`src/rtl/fir_pkg.sv`:
```
// Shared definitions for the folded FIR: controller state encoding and default geometry.
// The fir datapath imports the same package so both sides agree on TAPS/ADDR_W.
package fir_pkg;

    localparam int TAPS_DEF   = 8;
    localparam int ADDR_W_DEF = 3;

    typedef enum logic [2:0] {
        ST_INIT  = 3'd0,
        ST_FLUSH = 3'd1,
        ST_IDLE  = 3'd2,
        ST_MAC   = 3'd3,
        ST_LATCH = 3'd4,
        ST_HOLD  = 3'd5
    } fir_state_e;

endpackage

```
`src/rtl/fir_tap_cnt.sv`:
```
// Tap index counter shared by the FLUSH and MAC sequences.
// Clear wins over enable; tc flags the last tap (TAPS-1).
module fir_tap_cnt #(
    parameter int TAPS   = 8,
    parameter int ADDR_W = 3
) (
    input  logic              clk,
    input  logic              rst,
    input  logic              clr,
    input  logic              en,
    output logic [ADDR_W-1:0] cnt,
    output logic              tc
);

    always_ff @(posedge clk or negedge rst) begin
        if (!rst) begin
            cnt <= '0;
        end else if (clr) begin
            cnt <= '0;
        end else if (en) begin
            cnt <= cnt + ADDR_W'(1);
        end
    end

    assign tc = (cnt == ADDR_W'(TAPS - 1));

endmodule

```
`src/rtl/fir_fold_ctrl.sv`:
```
// Sequencer for a folded FIR: one shared MAC runs TAPS products per accepted sample.
// Drives history/coefficient RAM addresses, MAC controls and the output register; no sample arithmetic.
module fir_fold_ctrl
    import fir_pkg::*;
#(
    parameter int TAPS   = TAPS_DEF,
    parameter int ADDR_W = ADDR_W_DEF
) (
    input  logic              clk,
    input  logic              rst,
    input  logic              in_valid,
    output logic              in_ready,
    input  logic              cfg_we,
    output logic              cfg_ready,
    output logic              coef_wr_en,
    output logic [ADDR_W-1:0] coef_rd_addr,
    output logic              smp_wr_en,
    output logic              smp_wr_zero,
    output logic [ADDR_W-1:0] smp_wr_addr,
    output logic [ADDR_W-1:0] smp_rd_addr,
    output logic              mac_clr,
    output logic              mac_en,
    output logic              out_latch,
    output logic              out_valid,
    input  logic              out_ready,
    input  logic              flush_req,
    output logic              busy,
    output logic [2:0]        state_dbg
);

    fir_state_e        state;
    logic [ADDR_W-1:0] wr_ptr;
    logic [ADDR_W-1:0] base;
    logic [ADDR_W-1:0] tap_cnt;
    logic              tap_tc;
    logic              is_idle, is_flush, is_mac, is_latch;
    logic              cnt_en, cnt_clr, accept;

    assign is_idle  = (state == ST_IDLE);
    assign is_flush = (state == ST_FLUSH);
    assign is_mac   = (state == ST_MAC);
    assign is_latch = (state == ST_LATCH);

    // The counter only runs during FLUSH and MAC and wraps to 0 at the last tap,
    // so every sequence starts from tap 0 without an explicit load.
    assign cnt_en  = is_flush | is_mac;
    assign cnt_clr = ~cnt_en | tap_tc;

    fir_tap_cnt #(
        .TAPS   (TAPS),
        .ADDR_W (ADDR_W)
    ) u_tap_cnt (
        .clk (clk),
        .rst (rst),
        .clr (cnt_clr),
        .en  (cnt_en),
        .cnt (tap_cnt),
        .tc  (tap_tc)
    );

    // Handshakes: a transfer happens in the cycle where valid and ready are both high;
    // ready never depends on a valid of the same channel, and requests outside IDLE are dropped.
    assign cfg_ready  = is_idle;
    assign in_ready   = is_idle & ~cfg_we & ~flush_req;
    assign coef_wr_en = cfg_we & cfg_ready;
    assign accept     = in_valid & in_ready;

    always_ff @(posedge clk or negedge rst) begin
        if (!rst) begin
            state     <= ST_INIT;
            wr_ptr    <= '0;
            base      <= '0;
            out_valid <= 1'b0;
        end else begin
            case (state)
                ST_INIT:  state <= ST_FLUSH;
                ST_FLUSH: begin
                    if (tap_tc) begin
                        state  <= ST_IDLE;
                        wr_ptr <= '0;
                    end
                end
                ST_IDLE: begin
                    if (flush_req) begin
                        state <= ST_FLUSH;
                    end else if (accept) begin
                        base   <= wr_ptr;
                        wr_ptr <= wr_ptr + ADDR_W'(1);
                        state  <= ST_MAC;
                    end
                end
                ST_MAC:   if (tap_tc) state <= ST_LATCH;
                ST_LATCH: begin
                    state     <= ST_HOLD;
                    out_valid <= 1'b1;
                end
                ST_HOLD: begin
                    if (out_ready) begin
                        state     <= ST_IDLE;
                        out_valid <= 1'b0;
                    end
                end
                default:  state <= ST_INIT;
            endcase
        end
    end

    // Newest sample sits at base; older taps walk backwards through the circular history.
    assign smp_wr_en    = is_flush | accept;
    assign smp_wr_zero  = is_flush;
    assign smp_wr_addr  = is_flush ? tap_cnt : wr_ptr;
    assign coef_rd_addr = is_mac ? tap_cnt : '0;
    assign smp_rd_addr  = is_mac ? (base - tap_cnt) : '0;
    assign mac_en       = is_mac;
    assign mac_clr      = is_mac & (tap_cnt == '0);
    assign out_latch    = is_latch;
    assign busy         = ~is_idle & (state != ST_INIT);
    assign state_dbg    = state;

endmodule

```
`config.mk`:
```
export PLATFORM = sky130hd
export DESIGN_NAME = fir_fold_ctrl
export DESIGN_NICKNAME = d
export VERILOG_FILES = /design/src/rtl/fir_pkg.sv /design/src/rtl/fir_tap_cnt.sv /design/src/rtl/fir_fold_ctrl.sv
export SDC_FILE = /design/constraint.sdc
export NUM_CORES = 1
export LEC_CHECK = 0
export CAP_MARGIN = 15
export CORE_MARGIN = 4
export CORE_UTILIZATION = 60
export DETAILED_ROUTE_END_ITERATION = 16
export DONT_BUFFER_PORTS = 1
export HOLD_SLACK_MARGIN = 0.06
export PLACE_DENSITY = 0.74
export SKIP_LAST_GASP = 1
export SLEW_MARGIN = 40
export SYNTH_ARGS = -nofsm -noshare
export SYNTH_HDL_FRONTEND = slang
export SYNTH_HIERARCHICAL = 1
export SYNTH_SLANG_ARGS = --single-unit
```
`constraint.sdc`:
```
create_clock -name clk -period 2 [get_ports clk]
set_input_delay 0.1 -clock clk [delete_from_list [all_inputs] [get_ports clk]]
set_output_delay 0.1 -clock clk [all_outputs]
set_load 0.02 [all_outputs]
```
==> impl_metrics.env, run 1 <==
export IMPL_run_status="finished, final reports clean"
export IMPL_clkTransAtPathRegs_ns=0.08
export IMPL_die_area_um2=2130
export IMPL_fill_cells=98
export IMPL_io_pins=28
export IMPL_dpl_hpwl_um=1400
export IMPL_synth_top_area_frac=0.373
export IMPL_clock_path_buffers=2
export IMPL_post_route_drc_count=0
export IMPL_wl_um=1820
export IMPL_place_inst=106
export IMPL_hold_viol=0
export IMPL_num_rows=13
export IMPL_cap_violations=0
export IMPL_utilization=0.751
export IMPL_synthTopCellsByArea="dfrtp_1 (37%), mux2_2 (9.0%), ha_1 (5.7%), nor2_1 (4.3%), mux2i_1 (3.4%)"
export IMPL_stdcell_count=112
export IMPL_tns_ns=0
export IMPL_critPathMaxFanout=6
export IMPL_wl_met3_um=128
export IMPL_gp_congestion=0.766
export IMPL_num_vias=661
export IMPL_startpoint_type="flop"
export IMPL_dieHeight_um=46.1
export IMPL_wl_per_cell_um=16.3
export IMPL_diodes=0
export IMPL_synth_seq_cells=13
export IMPL_cts_max_level=1
export IMPL_cellLeakagePower_nw=0.507
export IMPL_clockRootBuffer="clkbuf_4"
export IMPL_synth_area_per_cell_um2=10.6
export IMPL_seq_area_frac_synth=0.373
export IMPL_setup_violations=0
export IMPL_grtUsageTotal=0.196
export IMPL_critical_path_class="flop to primary output"
export IMPL_arrival_ns=1.79
export IMPL_grt_overflow_total=0
export IMPL_vias_per_cell=5.90
export IMPL_async_reset_ff_frac=1.00
export IMPL_antenna_left=0
export IMPL_syn_cell_area_um2=872
export IMPL_end_kind="primary output"
export IMPL_antenna_found_initial=0
export IMPL_grt_max_degree=14
export IMPL_detail_route_first_pass_iterations=4
export IMPL_clock_latency_ns=0.27
export IMPL_slew_headroom=0.596
export IMPL_grt_pass1_vias=677
export IMPL_clock_sinks=13
export IMPL_power_density_nw_per_um2=1650
export IMPL_start_util=0.654
export IMPL_ir_worst_vdd_mv=1.10
export IMPL_synth_edff_count=0
export IMPL_first_iter_violations=5
export IMPL_fin_nets=109
export IMPL_areaGrowthSynthToFinish_pct=14.9
export IMPL_min_path_type="input pin to flop"
export IMPL_drive_above_1_share=0.309
export IMPL_rsz0062_at_grt="false"
export IMPL_cts_tree="built"
export IMPL_routed_top_layer="met4"
export IMPL_wl_met2_um=862
export IMPL_synth_area_leader_cell="dfrtp_1"
export IMPL_port_buffers=0
export IMPL_r2r_slack_ns=0.35
export IMPL_timing_hold_ws_ns=0.0681
export IMPL_tightest_slew_ns=0.604
export IMPL_ys_flop_type="dfrtp_1"
export IMPL_max_freq_ghz=0.528
export IMPL_die_x_um=46.1
export IMPL_drt_met1_wl_um=814
export IMPL_ys_warn_count=6
export IMPL_post_cts_setup_buffers=0
export IMPL_cts_buffers=3
export IMPL_cp_required_ns=1.90
export IMPL_synth_nets=93
export IMPL_syn_inst=82
export IMPL_core_um2=1330
export IMPL_skew_ns=0.0110
export IMPL_yosysUniqueCellTypes=31
export IMPL_grt_pass1_wl_um=2910
export IMPL_slew_viol_final=0
export IMPL_finalCritPeriodShare=0.946
export IMPL_layout_min_cycle_time_ns=1.89
## layout by cell type (no fill, tap or decap)
cell           instances
dfrtp_1               12
buf_4                 12
nor2_1                10
mux2_2                 7
inv_1                  5
nor2b_1                4
nand2_1                4
nand2b_1               4
ha_1                   4
and3_1                 3
xnor2_1                3
mux2i_1                3
clkbuf_4               3
a22o_1                 2
dlygate4sd3_1          2
nor3b_4                1
or2_2                  1
nor4_1                 1
or4b_4                 1
and2_1                 1
nor4b_4                1
a222oi_1               1
a22oi_1                1
nand3_1                1
o21ai_0                1
and3b_2                1
a21oi_1                1
o22ai_1                1
a21o_1                 1
nor4b_2                1
a221o_2                1
fa_1                   1
clkbuf_1               1
dfrtp_2                1
## synthesized netlist by cell type (all sizes together), types with 2 or more instances
master	number
mux2i	3
dfrtp	13
a22o	2
xnor2	3
inv	5
nand2	4
nor2b	4
mux2	7
buf	2
ha	4
nor2	10
and3	3
nor4b	2
nand2b	4
## kinds of logic (layout without fill, tap and decap cells)
kind of cell    Yosys count  count (layout)  synth area share
compound gates            9               9            0.0803
buf+inv                   8              23            0.0516
mux                      10              10             0.125
fa+ha+maj                 5               5            0.0803
flops                    13              13             0.373
xor+xnor                  3               3            0.0301
simple gates             34              34             0.260
## through the flow
| step | total power, mW | worst slack [ns] | instance area (µm²) |
|---|---|---|---|
| 3_5_place_dp | 1.49 | 0.348 | 955 |
| 4_1_cts | 1.67 | 0.0280 | 1000 |
| 6_report | 1.65 | 0.107 | 1000 |
| 3_3_place_gp | 1.47 | 0.389 | 955 |
| 5_1_grt | 1.78 | 0.0299 | 1000 |
| 2_1_floorplan | 1.21 | 0.0432 | 872 |
## layout make-up
type                    count  area, µm²  share of cell area
repair buffers             14        110               0.110
flip-flops and latches     13        327               0.326
well taps                  15       18.8              0.0187
inverters                   5       18.8              0.0187
multi-input cells          61        502               0.501
clock buffers               4       26.3              0.0262
## repair_timing
| item | 4_1_cts | 5_1_grt |
|---|---|---|
| hold endpoints to repair | 17 | 0 |
| resized for setup | 0 | 1 |
| endpoints found under the setup margin | 0 | 1 |
| hold buffers | 2 | 0 |
## routing by layer
metal	vias up	GRT usage
met5	-	0
met3	2	0.0508
met4	0	0.0795
li1	322	-
met2	20	0.324
met1	317	0.240
## final timing paths
path	startpoint	to	cells past startpoint
setup / recovery	u_tap_cnt/cnt[0]$_DFFE_PN0P_	smp_rd_addr[2]	7
hold / removal	flush_req	base[0]$_DFFE_PN0P_	3
setup reg to reg	state_dbg[0]$_DFFE_PN0P_	wr_ptr[0]$_DFFE_PN0P_	3
hold reg to reg	base[2]$_DFFE_PN0P_	base[2]$_DFFE_PN0P_	1
max in group asynchronous	rst	u_tap_cnt/cnt[0]$_DFFE_PN0P_	1
min in group asynchronous	rst	out_valid$_DFFE_PN0P_	1
## where the power goes
part	internal, mW	switching [mW]	leakage [nW]
clock	0.0771	0.0807	0.0150
combinational	0.445	0.587	0.327
sequential	0.341	0.119	0.165
total	0.864	0.787	0.507
## registers in the layout (all words and copies together), names as in the netlist
register	flops
base	3
out_valid	1
state_dbg	3
u_tap_cnt/cnt	3
wr_ptr	3
## worst max-delay path: stages, from the launching register on
cell and delay [ns]:
dfrtp_2 0.42, ha_1 0.15, inv_1 0.04, fa_1 0.37, xnor2_1 0.18, xnor2_1 0.14, nor2_1 0.05, buf_4 0.15
No activity file was read; power rests on OpenSTA's default activity.
==> run 2: changes to the inputs <==
--- a/config.mk
+++ b/config.mk
@@ -12,6 +12,7 @@
 export DONT_BUFFER_PORTS = 1
 export HOLD_SLACK_MARGIN = 0.06
 export PLACE_DENSITY = 0.74
+export SETUP_SLACK_MARGIN = 0.3
 export SKIP_LAST_GASP = 1
 export SLEW_MARGIN = 40
 export SYNTH_ARGS = -nofsm -noshare
==> run 2 against run 1 <==
  * Die area unchanged
  * Combinational power increased by 28%
  * Power increased by 18%
  * Worst hold slack improved by 0.0081 ns
  * Clock power increased by 6%
  * First-iteration DRC count increased to 4.4 times the previous value
  * Largest cell class unchanged
  * Largest power group unchanged
==> impl_metrics.env, run 2 (synthesis gave the netlist of run 1 again) <==
export IMPL_run_status="finished, final reports clean"
export IMPL_clkTransAtPathRegs_ns=0.08
export IMPL_areaGrowthSynthToFinish_pct=33.0
export IMPL_tightest_slew_ns=0.605
export IMPL_cp_common_cell="inv_2"
export IMPL_antenna_found_initial=0
export IMPL_wl_um=1950
export IMPL_end_kind="primary output"
export IMPL_layout_min_cycle_time_ns=1.81
export IMPL_min_path_type="input pin to flop"
export IMPL_cts_buffers=3
export IMPL_rsz0062_at_grt="true"
export IMPL_pre_cts_ws_ns=0.284
export IMPL_gp_congestion=0.788
export IMPL_p_total_mw=1.94
export IMPL_cp_required_ns=1.90
export IMPL_reg2reg_depth=5
export IMPL_dieHeight_um=46.1
export IMPL_io_pins=28
export IMPL_die_area_um2=2130
export IMPL_power_density_nw_per_um2=1680
export IMPL_crit_cells=8
export IMPL_vias_per_cell=5.88
export IMPL_reg2reg_to="state_dbg[0]$_DFFE_PN0P_"
export IMPL_skew_ns=0.00822
export IMPL_finalCritPeriodShare=0.907
export IMPL_critPathMaxFanout=2
export IMPL_cellLeakagePower_nw=0.567
export IMPL_num_rows=13
export IMPL_startpoint_type="flop"
export IMPL_critical_path_class="flop to primary output"
export IMPL_cts_tree="built"
export IMPL_fill_cells=64
export IMPL_max_freq_ghz=0.551
export IMPL_final_cell_mix="buf_4 (19), dfrtp_1 (9), nor2_1 (7), mux2_2 (7), dfrtp_2 (4)"
export IMPL_grtUsageTotal=0.201
export IMPL_utilization=0.870
export IMPL_p_sw_mw=0.891
export IMPL_antenna_left=0
export IMPL_start_util=0.654
export IMPL_drive_above_1_share=0.538
export IMPL_die_x_um=46.1
export IMPL_fin_nets=118
export IMPL_seqPwrFrac=0.234
export IMPL_clock_sinks=13
export IMPL_setup_violations=0
export IMPL_path_cells="inv_2, ha_4, inv_2, fa_2, xnor2_2, xnor2_1, nor2_1, buf_4"
export IMPL_stdcell_count=121
export IMPL_worst_path_buf_inv=3
export IMPL_num_vias=711
export IMPL_cp_slowest_cell="dfrtp_1"
export IMPL_power_share_clock=0.086
export IMPL_port_buffers=0
export IMPL_final_common_cell="buf_4"
export IMPL_r2r_slack_ns=0.33
export IMPL_tns_ns=0
export IMPL_cell_internal_pwr_mw=1.05
export IMPL_switching_share=0.459
export IMPL_dpl_hpwl_um=1350
export IMPL_max_stage_delay_ns=0.38
export IMPL_crit_end="smp_rd_addr[2]"
export IMPL_clock_latency_ns=0.28
export IMPL_crit_start="base[0]$_DFFE_PN0P_"
export IMPL_cts_max_level=1
export IMPL_grt_pass1_wl_um=3100
export IMPL_clock_path_buffers=2
export IMPL_arrival_ns=1.71
export IMPL_critical_path_top_delay_family="adder cells"
export IMPL_slew_headroom=0.595
export IMPL_grt_overflow_total=0
export IMPL_diodes=0
export IMPL_grt_pass1_vias=716
export IMPL_grt_max_degree=14
export IMPL_clockRootBuffer="clkbuf_4"
export IMPL_wl_per_cell_um=16.1
export IMPL_slew_viol_final=0
export IMPL_cap_violations=0
export IMPL_combPwrFrac=0.680
export IMPL_detail_route_first_pass_iterations=4
export IMPL_worst_slack_ns=0.186
export IMPL_crit_reg2reg_launch="u_tap_cnt/cnt[0]$_DFFE_PN0P_"
export IMPL_post_route_drc_count=0
export IMPL_place_inst=104
export IMPL_core_um2=1330
export IMPL_first_iter_violations=22
export IMPL_hold_viol=0
export IMPL_ir_worst_vdd_mv=1.18
[run 2: worst min-delay path by stage]
stage | start | to | slack, ns | cells after the start
after CTS | cfg_we | base[0]$_DFFE_PN0P_ | 0.06 | 3
after floorplan | rst | base[0]$_DFFE_PN0P_ | -0.20 | 0
after detailed placement | rst | state_dbg[2]$_DFFE_PN0P_ | -0.20 | 0
after global routing | in_valid | state_dbg[0]$_DFFE_PN0P_ | 0.09 | 2
final | cfg_we | base[0]$_DFFE_PN0P_ | 0.08 | 3
after global placement | rst | out_valid$_DFFE_PN0P_ | -0.20 | 0
[run 2: worst min-delay path, delay by kind of cell]
| family | cells | cell delay, ns |
|---|---|---|
| compound gates | 1 | 0.07 |
| simple gates | 2 | 0.13 |
[run 2: layer usage]
| metal | routed length (µm) | vias to the layer above | global-route usage |
|---|---|---|---|
| met5 | 0 | - | 0 |
| li1 | - | 343 | - |
| met3 | 137 | 4 | 0.0508 |
| met1 | 813 | 340 | 0.253 |
| met2 | 981 | 24 | 0.341 |
| met4 | 21 | 0 | 0.0511 |
[run 2: repair_timing]
action                                 CTS  global route
setup endpoints to repair               12            11
cloned                                   0             0
pin swaps                                7             5
endpoints found under the hold margin   18             0
resized for setup                       15            10
buffers inserted                         7             3
hold buffers                             3             0
[run 2: area by class of cell]
| class | count | area [µm²] | share of cell area |
|---|---|---|---|
| tap | 15 | 18.8 | 0.0162 |
| clock buffer | 4 | 26.3 | 0.0227 |
| inverter | 5 | 18.8 | 0.0162 |
| timing repair buffer | 23 | 184 | 0.159 |
| multi-input combinational | 61 | 582 | 0.502 |
| sequential | 13 | 330 | 0.285 |
[run 2: power groups by stage]
stage | clock network, mW | registers, mW | logic (mW)
2_1_floorplan | 0 | 0.455 | 0.785
3_3_place_gp | 0 | 0.470 | 0.995
3_5_place_dp | 0 | 0.475 | 1.00
4_1_cts | 0.165 | 0.449 | 1.20
5_1_grt | 0.182 | 0.468 | 1.43
6_report | 0.167 | 0.455 | 1.32
[run 2: through the flow]
stage	hold WS, ns	area, µm²
final	0.0762	1160
after global routing	0.0917	1160
after detailed placement	-0.195	955
after global placement	-0.195	955
after CTS	0.0619	1100
after floorplan	-0.196	887
